`src/rtl/intr_ctrl_pkg.sv`:
```
// Shared definitions for the multi-channel interrupt controller.
// FSM encoding and default geometry.
package intr_ctrl_pkg;

    typedef enum logic [1:0] {
        IDLE    = 2'd0,
        REQ     = 2'd1,
        SERVICE = 2'd2
    } state_t;

    localparam int DEF_N_CH  = 8;
    localparam int DEF_VEC_W = 3;

endpackage

```
`src/rtl/intr_ctrl_if.sv`:
```
// Device/CPU-side bundle of the interrupt controller.
// The master drives lines, mask writes and ack/eoi; the slave answers.
interface intr_ctrl_if
    import intr_ctrl_pkg::*;
#(
    parameter int N_CH  = DEF_N_CH,
    parameter int VEC_W = DEF_VEC_W
);
    logic [N_CH-1:0]  intr_in;
    logic             mask_we;
    logic [N_CH-1:0]  mask_wdata;
    logic [N_CH-1:0]  mask;
    logic [N_CH-1:0]  pending;
    logic             intr;
    logic [VEC_W-1:0] vec;
    logic             ack;
    logic             eoi;
    logic             in_service;

    modport master (
        output intr_in, mask_we, mask_wdata, ack, eoi,
        input  mask, pending, intr, vec, in_service
    );

    modport slave (
        input  intr_in, mask_we, mask_wdata, ack, eoi,
        output mask, pending, intr, vec, in_service
    );
endinterface

```
`src/rtl/intr_ctrl_prio_enc.sv`:
```
// Fixed-priority encoder: lowest set request index wins.
// Combinational; o_valid flags that any request is present.
module intr_ctrl_prio_enc #(
    parameter int N_CH  = 8,
    parameter int VEC_W = 3
) (
    input  logic [N_CH-1:0]  i_req,
    output logic [VEC_W-1:0] o_idx,
    output logic             o_valid
);
    // Scan downwards so the last hit is the lowest index.
    always_comb begin
        o_idx   = '0;
        o_valid = 1'b0;
        for (int i = N_CH - 1; i >= 0; i--) begin
            if (i_req[i]) begin
                o_idx   = VEC_W'(i);
                o_valid = 1'b1;
            end
        end
    end
endmodule

```
`src/rtl/intr_ctrl.sv`:
```
// N-channel interrupt controller: sticky pending, enable mask,
// fixed priority and an ack/EOI handshake towards the CPU.
module intr_ctrl
    import intr_ctrl_pkg::*;
#(
    parameter int              N_CH      = DEF_N_CH,
    parameter int              VEC_W     = DEF_VEC_W,
    parameter logic [N_CH-1:0] EDGE_MODE = {N_CH{1'b1}},
    parameter logic [N_CH-1:0] MASK_RST  = {N_CH{1'b0}}
) (
    input  logic      clk,
    input  logic      rst,
    intr_ctrl_if.slave bus
);
    state_t           r_state;
    logic [N_CH-1:0]  r_pending;
    logic [N_CH-1:0]  r_mask;
    logic [N_CH-1:0]  r_prev;
    logic [VEC_W-1:0] r_vec;
    logic             r_intr;
    logic             r_in_service;

    logic [N_CH-1:0]  w_set;
    logic [N_CH-1:0]  w_clr;
    logic [N_CH-1:0]  w_elig;
    logic [VEC_W-1:0] w_win;
    logic             w_valid;

    // Edge channels fire on 0->1, level channels while high.
    assign w_set = (bus.intr_in & ~r_prev & EDGE_MODE)
                 | (bus.intr_in & ~EDGE_MODE);
    assign w_clr = (r_state == REQ && bus.ack)
                 ? (N_CH'(1) << r_vec) : '0;
    assign w_elig = r_pending & r_mask;

    intr_ctrl_prio_enc #(
        .N_CH  (N_CH),
        .VEC_W (VEC_W)
    ) u_enc (
        .i_req   (w_elig),
        .o_idx   (w_win),
        .o_valid (w_valid)
    );

    always_ff @(posedge clk) begin
        if (rst) begin
            r_state      <= IDLE;
            r_pending    <= '0;
            r_mask       <= MASK_RST;
            r_prev       <= '0;
            r_vec        <= '0;
            r_intr       <= 1'b0;
            r_in_service <= 1'b0;
        end else begin
            r_prev    <= bus.intr_in;
            // Set has priority over the ack clear.
            r_pending <= (r_pending & ~w_clr) | w_set;
            if (bus.mask_we)
                r_mask <= bus.mask_wdata;
            unique case (r_state)
                IDLE: begin
                    if (w_valid) begin
                        r_state <= REQ;
                        r_vec   <= w_win;
                        r_intr  <= 1'b1;
                    end
                end
                REQ: begin
                    if (bus.ack) begin
                        r_state      <= SERVICE;
                        r_intr       <= 1'b0;
                        r_in_service <= 1'b1;
                    end else if (!w_elig[r_vec]) begin
                        r_state <= IDLE;
                        r_intr  <= 1'b0;
                    end
                end
                SERVICE: begin
                    if (bus.eoi) begin
                        r_state      <= IDLE;
                        r_in_service <= 1'b0;
                    end
                end
                default: begin
                    r_state      <= IDLE;
                    r_intr       <= 1'b0;
                    r_in_service <= 1'b0;
                end
            endcase
        end
    end

    assign bus.mask       = r_mask;
    assign bus.pending    = r_pending;
    assign bus.intr       = r_intr;
    assign bus.vec        = r_vec;
    assign bus.in_service = r_in_service;
endmodule
```
`src/flat_wrapper.sv`:
```
// flat-port wrapper written by rule: the top's interface ports become plain ports
module intr_ctrl_flat import intr_ctrl_pkg::*;
#(
    parameter int              N_CH      = DEF_N_CH,
    parameter int              VEC_W     = DEF_VEC_W,
    parameter logic [N_CH-1:0] EDGE_MODE = {N_CH{1'b1}},
    parameter logic [N_CH-1:0] MASK_RST  = {N_CH{1'b0}}
)
  (clk, rst, bus_intr_in, bus_mask_we, bus_mask_wdata, bus_ack, bus_eoi, bus_mask, bus_pending, bus_intr, bus_vec, bus_in_service);
  intr_ctrl_if #(.N_CH(N_CH), .VEC_W(VEC_W)) bus_i ();
  input  logic clk;
  input  logic rst;
  input wire logic [$bits(bus_i.intr_in)-1:0] bus_intr_in;
  input wire logic [$bits(bus_i.mask_we)-1:0] bus_mask_we;
  input wire logic [$bits(bus_i.mask_wdata)-1:0] bus_mask_wdata;
  input wire logic [$bits(bus_i.ack)-1:0] bus_ack;
  input wire logic [$bits(bus_i.eoi)-1:0] bus_eoi;
  output wire logic [$bits(bus_i.mask)-1:0] bus_mask;
  output wire logic [$bits(bus_i.pending)-1:0] bus_pending;
  output wire logic [$bits(bus_i.intr)-1:0] bus_intr;
  output wire logic [$bits(bus_i.vec)-1:0] bus_vec;
  output wire logic [$bits(bus_i.in_service)-1:0] bus_in_service;
  assign bus_i.intr_in = bus_intr_in;
  assign bus_i.mask_we = bus_mask_we;
  assign bus_i.mask_wdata = bus_mask_wdata;
  assign bus_i.ack = bus_ack;
  assign bus_i.eoi = bus_eoi;
  assign bus_mask = bus_i.mask;
  assign bus_pending = bus_i.pending;
  assign bus_intr = bus_i.intr;
  assign bus_vec = bus_i.vec;
  assign bus_in_service = bus_i.in_service;
  intr_ctrl #(.N_CH(N_CH), .VEC_W(VEC_W), .EDGE_MODE(EDGE_MODE), .MASK_RST(MASK_RST)) u_core (.clk(clk), .rst(rst), .bus(bus_i));
endmodule
```
`config.mk`:
```
export PLATFORM = sky130hd
export DESIGN_NAME = intr_ctrl_flat
export DESIGN_NICKNAME = d
export VERILOG_FILES = /design/src/rtl/intr_ctrl_pkg.sv /design/src/rtl/intr_ctrl_if.sv /design/src/rtl/intr_ctrl_prio_enc.sv /design/src/rtl/intr_ctrl.sv /design/src/flat_wrapper.sv
export SDC_FILE = /design/constraint.sdc
export NUM_CORES = 1
export LEC_CHECK = 0
export BUFFER_PORTS_ARGS = -buffer_cell sky130_fd_sc_hd__buf_4
export CAP_MARGIN = 40
export CORE_ASPECT_RATIO = 0.75
export CORE_UTILIZATION = 40
export DETAILED_ROUTE_END_ITERATION = 6
export PLACE_DENSITY_LB_ADDON = 0.2
export SLEW_MARGIN = 20
export SYNTH_ARGS = -nofsm -noshare
export SYNTH_HDL_FRONTEND = slang
export SYNTH_HIERARCHICAL = 1
export SYNTH_SLANG_ARGS = --single-unit
```
`constraint.sdc`:
```
create_clock -name clk -period 1.59 [get_ports clk]
set_input_delay 0.318 -clock clk [delete_from_list [all_inputs] [get_ports clk]]
set_output_delay 0.318 -clock clk [all_outputs]
set_load 0.02 [all_outputs]
```
==> results of run 1 <==
## cells by family (layout without fill, tap and decap cells)
kind of cell	after synthesis	after routing	share of synthesized area
DFF	31	31	0.470
AOI/OAI and AO/OA	28	28	0.125
buffers and inverters	9	58	0.0284
and+or+nand+nor	61	61	0.277
muxes	12	12	0.100
## through the flow
step	power [mW]	hold slack, ps	instances
finish	1.87	267	228
global route	1.96	262	228
CTS	1.87	262	228
detailed placement	1.21	480	220
global placement	1.20	472	220
floorplan	1.06	390	141
## power groups by stage
stage / Sequential [mW] / Combinational, mW / Clock, mW
2_1_floorplan: 0.927 / 0.136 / 0
3_3_place_gp: 0.888 / 0.315 / 0
3_5_place_dp: 0.891 / 0.317 / 0
4_1_cts: 0.875 / 0.321 / 0.676
5_1_grt: 0.882 / 0.354 / 0.721
6_report: 0.877 / 0.329 / 0.660
## per-layer routing
| layer | up-vias | GRT usage |
|---|---|---|
| li1 | 584 | - |
| met1 | 561 | 0.246 |
| met2 | 49 | 0.292 |
| met3 | 9 | 0.0768 |
| met4 | 0 | 0.0764 |
| met5 | - | 0 |
## state kept, by name, indices dropped and copies added, names as in the netlist
| signal | count |
|---|---|
| u_core/bus.intr | 1 |
| u_core/bus.pending | 8 |
| u_core/r_state | 2 |
| u_core/bus.mask | 8 |
| u_core/bus.in_service | 1 |
| u_core/r_prev | 8 |
| u_core/bus.vec | 3 |
## worst reg2reg max path: cells and delay by family (launching register included)
kind,cells,cell delay [ps]
AND/OR/NAND/NOR,5,900
multiplexers,1,190
flip-flops,1,320
## what timing repair did
item,CTS,global route
hold endpoints to repair,0,0
setup buffers,0,0
pin swaps,0,0
resized for setup,1,3
setup endpoints to repair,2,3
## path summary, 6_finish.rpt
| kind | from | endpoint | slack, ps | cells after the start |
|---|---|---|---|---|
| worst max-delay path | u_core/bus.pending[5]$_SDFF_PP0_ | u_core/bus.vec[1]$_SDFFE_PP0P_ | 60 | 6 |
| worst min-delay path | bus_intr_in[3] | u_core/r_prev[3]$_SDFF_PP0_ | 270 | 2 |
| worst max register to register | u_core/bus.pending[5]$_SDFF_PP0_ | u_core/bus.vec[1]$_SDFFE_PP0P_ | 60 | 6 |
| worst min register to register | u_core/r_prev[1]$_SDFF_PP0_ | u_core/bus.pending[1]$_SDFF_PP0_ | 490 | 2 |
## cell usage after synthesis
| cell | count |
|---|---|
| and2_2 | 1 |
| nor4bb_1 | 1 |
| or2_1 | 1 |
| nand2b_1 | 11 |
| nor2_1 | 16 |
| o41ai_1 | 1 |
| nand4_1 | 3 |
| nor4_2 | 1 |
| mux4_2 | 1 |
| dfxtp_1 | 31 |
| nand4bb_1 | 1 |
| nand3b_1 | 1 |
| nor3b_2 | 1 |
| o21bai_1 | 1 |
| a211oi_1 | 1 |
| nor4_1 | 1 |
| o31ai_1 | 2 |
| clkbuf_1 | 3 |
| nand4b_1 | 2 |
| a21oi_1 | 14 |
| o32ai_1 | 1 |
| nor2b_1 | 10 |
| a22oi_2 | 1 |
| mux2i_1 | 11 |
| nand2_1 | 3 |
| and2_1 | 6 |
| inv_1 | 3 |
| o21ai_0 | 7 |
| nor4b_1 | 1 |
| and2_0 | 1 |
| buf_2 | 3 |
## area by class of cell
cell class | instances | share of cell area
clock buffers | 8 | 0.0551
inverters | 3 | 0.00620
multi-input cells | 101 | 0.377
flip-flops and latches | 31 | 0.342
well taps | 38 | 0.0262
repair buffers | 47 | 0.194
==> run summary, run 1 <==
first-pass GRT wire length = 4930 um
synthesis warning total = 6
GPL Wtd Cong = 0.765
Unique masters post-synth = 31
Post-CTS Hold Buffers = 0
clk buf depth = 2
Slew HR = 0.702
Largest delay share family, worst path = simple AND/OR/NAND/NOR gates
Final Max Slew Viols = 0
Max Used Layer = met4
Psw = 474 uW
via count = 1203
CP bufs+invs = 0
final worst path period need = 1530 ps
CP Capture Type = register
Gate Count Post-Synth = 141
post-place setup slack = 16.7 ps
routed wire length = 3160 um
crit path launch type = register
top cell type's share of synthesized area = 0.470
count of final setup violators = 0
commonest cells after routing, fill and taps aside = buf_4 (47), dfxtp_1 (31), nor2_1 (16)
vias in the first global route = 1125
Crit Path Category = register to register
top post-synthesis cells by area = dfxtp_1 (47%), mux2i_1 (8.3%), a21oi_1 (5.3%)
metal3 WL = 201 um
RSZ-0062 raised after global routing = false
NumNets Final = 210
Clock transition at path regs = 60 ps
clock root buffer = clkbuf_8
TritonCTS Sinks = 31
P_leak = 0.784 nW
fmax = 0.652 GHz
crit-path cells = and2_2, nor4_4, nand2_1, nor3b_4, mux2i_1, nor2_1
Multi-input gate area = 684 um^2
H-tree depth = 2
Synth area leader = dfxtp_1
die height = 51.8 um
Synth Cell Area = 0.00132 mm^2
post-route ant nets = 0
hpwl dp = 2210 um
sequential share of power = 0.470
Avg Synthesized Cell Area = 9.37 um^2
leading cell type in the layout, fill and taps excluded = buf_4
Slew @ Worst Pin = 446 ps
Die W = 68.4 um
gr usage total = 0.194
final worst slack = 55.3 ps
DR WL met2 = 1420 um
largest net degree at the start of global routing = 33
WL/cell = 13.8 um
gr ovfl total = 0
Final Util = 0.597
Area growth, synth to finish = 37.5%
Final Hold Violating Endpoints = 0
core area = 0.00304 mm^2
Skew-Pair Late Insertion Delay = 270 ps
Max VDD drop = 0.599 mV
Pint = 1.39 mW
# diodes = 0
Residual DRC = 0
I/O pin count = 42
Critical-path top delay cell = dfxtp_1
Synth Register Bits = 31
fillers = 272
ratio of cells with drive above 1 in the final layout = 0.316
Rows = 17
floorplan die area = 0.00354 mm^2
WP data required = 1740 ps
Max-cap violations = 0
slowest stage delay, CP = 320 ps
CP max FO = 4
Avg Vias per Cell = 5.28
PortBufs = 41
crit share post-route = 0.965
TritonCTS clock tree = done
critical path arrival = 1690 ps
first drt pass iteration count = 4
placed cell areas = 0.00170 mm^2
HP Class = input pin to register
clock group share of total power = 0.354
Setup TNS Final = 0 ps
Clock Skew = 3.88 ps
initial antenna violation count = 0
wl on met1 = 1500 um
CTS Buf Count = 5
Initial Utilization = 0.434
Sw Ratio = 0.254
combinational fraction of design power = 0.176
Reg area = 621 um^2
Syn Nets = 162
register area share after synthesis = 0.470
Power Dens Cells = 1030 mW/mm^2
DR iter-0 viols = 78
status = completed
post-route cell area = 0.00182 mm^2
Note: power is estimated with default switching activity, not from simulation.
==> inputs of run 2 (changes only) <==
--- a/config.mk
+++ b/config.mk
@@ -10,7 +10,8 @@
 export CORE_ASPECT_RATIO = 0.75
 export CORE_UTILIZATION = 40
 export DETAILED_ROUTE_END_ITERATION = 6
-export PLACE_DENSITY_LB_ADDON = 0.2
+export PLACE_DENSITY = 0.66
+export REMOVE_ABC_BUFFERS = 1
 export SLEW_MARGIN = 20
 export SYNTH_ARGS = -nofsm -noshare
 export SYNTH_HDL_FRONTEND = slang
==> run 2 against run 1 <==
Against the previous run:
- global-route usage increased by 1.6 points
- first-iteration DRC count decreased by 27%
- core utilization unchanged
- die area unchanged
- design area unchanged
- sequential share of layout area unchanged
- cell count decreased by 1.3%
- clock skew increased by 1.3 ps
==> run summary, run 2 (synthesis gave the netlist of run 1 again) <==
crit path launch type = register (unchanged)
Avg Vias per Cell = 5.29 (was 5.28)
worst r2r path cells = 6 (unchanged)
Hold Slack = 253 ps (was 267 ps)
Setup TNS Final = 0 ps (unchanged)
crit share post-route = 0.949 (was 0.965)
metal3 WL = 230 um (was 201 um)
post-place setup slack = -8.69 ps (was 16.7 ps)
R2R setup slack = 80 ps (was 60 ps)
Power Dens Cells = 1040 mW/mm^2 (was 1030 mW/mm^2)
final worst slack = 81.8 ps (was 55.3 ps)
Rows = 17 (unchanged)
H-tree depth = 2 (unchanged)
HP Class = input pin to register (unchanged)
Max-cap violations = 0 (unchanged)
TritonCTS clock tree = done (unchanged)
final worst path period need = 1510 ps (was 1530 ps)
Clock Skew = 5.18 ps (was 3.88 ps)
NumNets Final = 207 (was 210)
commonest cells after routing, fill and taps aside = buf_4 (44), dfxtp_1 (31), nor2_1 (16) (was buf_4 (47), dfxtp_1 (31), nor2_1 (16))
hpwl dp = 2330 um (was 2210 um)
floorplan die area = 0.00354 mm^2 (unchanged)
TritonCTS Sinks = 31 (unchanged)
wl on met1 = 1540 um (was 1500 um)
DR WL met2 = 1500 um (was 1420 um)
die height = 51.8 um (unchanged)
WL/cell = 14.8 um (was 13.8 um)
FF-to-FF End = u_core/bus.vec[0]$_SDFFE_PP0P_ (was u_core/bus.vec[1]$_SDFFE_PP0P_)
clk buf depth = 2 (unchanged)
first-pass GRT wire length = 5260 um (was 4930 um)
Skew-Pair Late Insertion Delay = 290 ps (was 270 ps)
PortBufs = 41 (unchanged)
gr ovfl total = 0 (unchanged)
count of final setup violators = 0 (unchanged)
gr usage total = 0.211 (was 0.194)
Slew @ Worst Pin = 433 ps (was 446 ps)
vias in the first global route = 1190 (was 1125)
post-route ant nets = 0 (unchanged)
CP max FO = 4 (unchanged)
first drt pass iteration count = 4 (unchanged)
Final Util = 0.597 (unchanged)
Max Used Layer = met4 (unchanged)
Final Hold Violating Endpoints = 0 (unchanged)
leading cell type in the layout, fill and taps excluded = buf_4 (unchanged)
Max VDD drop = 0.581 mV (was 0.599 mV)
CP Capture Type = register (unchanged)
Critical Path End = u_core/bus.vec[0]$_SDFFE_PP0P_ (was u_core/bus.vec[1]$_SDFFE_PP0P_)
Slew HR = 0.711 (was 0.702)
routed wire length = 3330 um (was 3160 um)
status = completed (unchanged)
Area growth, synth to finish = 37.5% (unchanged)
Power, Total = 1.89 mW (was 1.87 mW)
GPL Wtd Cong = 0.856 (was 0.765)
clock root buffer = clkbuf_8 (unchanged)
via count = 1191 (was 1203)
Clock transition at path regs = 70 ps (was 60 ps)
critical path arrival = 1670 ps (was 1690 ps)
Die W = 68.4 um (unchanged)
Final Max Slew Viols = 0 (unchanged)
P_leak = 0.782 nW (was 0.784 nW)
fmax = 0.663 GHz (was 0.652 GHz)
Post-CTS Hold Buffers = 0 (unchanged)
DR iter-0 viols = 57 (was 78)
core area = 0.00304 mm^2 (unchanged)
# diodes = 0 (unchanged)
initial antenna violation count = 0 (unchanged)
I/O pin count = 42 (unchanged)
RR Startpoint = u_core/bus.pending[0]$_SDFF_PP0_ (was u_core/bus.pending[5]$_SDFF_PP0_)
WP data required = 1760 ps (was 1740 ps)
Residual DRC = 0 (unchanged)
CTS Buf Count = 5 (unchanged)
ratio of cells with drive above 1 in the final layout = 0.342 (was 0.316)
RSZ-0062 raised after global routing = false (unchanged)
Crit Path Category = register to register (unchanged)
CP Launch Point = u_core/bus.pending[0]$_SDFF_PP0_ (was u_core/bus.pending[5]$_SDFF_PP0_)
largest net degree at the start of global routing = 33 (unchanged)
Initial Utilization = 0.434 (unchanged)
[run 2: changes by cell type in the layout (fill, tap and decap cells not counted), sizes merged]
cell | before | now
buf | 47 | 44
[run 2: worst min path at each step]
stage,slack (ps),cells past startpoint,start,endpoint
after floorplan,390,1,rst,u_core/bus.pending[0]$_SDFF_PP0_
after global placement,470,2,u_core/r_prev[4]$_SDFF_PP0_,u_core/bus.pending[4]$_SDFF_PP0_
after detailed placement,480,2,u_core/r_prev[3]$_SDFF_PP0_,u_core/bus.pending[3]$_SDFF_PP0_
after CTS,250,2,bus_intr_in[1],u_core/r_prev[1]$_SDFF_PP0_
after global routing,270,2,bus_intr_in[2],u_core/r_prev[2]$_SDFF_PP0_
final,250,2,bus_intr_in[1],u_core/r_prev[1]$_SDFF_PP0_
[run 2: final cells by class]
class,instances,area [um^2]
clock buffers,8,100
fillers,272,1220
inverters,3,11.3
multi-input cells,101,707
flip-flops and latches,31,621
well taps,38,47.5
repair buffers,44,330
[run 2: per-layer routing]
metal	vias up	track usage
met4	0	0.111
li1	581	-
met5	-	0
met2	47	0.315
met3	7	0.0746
met1	556	0.263
[run 2: repair_timing]
action,in CTS,in global routing
gates cloned,0,0
setup endpoints to repair,3,3
endpoints found under the hold margin,0,0
pin swaps,0,3
resized for setup,2,13
buffers inserted,0,1
[run 2: through the flow]
stage | cell area (um^2) | std cells
4_1_cts | 1780 | 224
3_3_place_gp | 1670 | 216
6_report | 1820 | 225
5_1_grt | 1820 | 225
3_5_place_dp | 1670 | 216
2_1_floorplan | 1290 | 135
[run 2: report_power, final]
group	internal [mW]	total, mW	switching, mW
registers	0.830	0.878	0.0474
logic	0.169	0.332	0.163
clock network	0.395	0.683	0.288
total	1.39	1.89	0.499
[run 2: worst max-delay path, stage by stage (launching register included)]
cell     delay, ps
dfxtp_1        410
and2_4         210
nor4_4          50
nand2_1         90
nor3b_4        320
mux2i_1        240
nor2_1          60
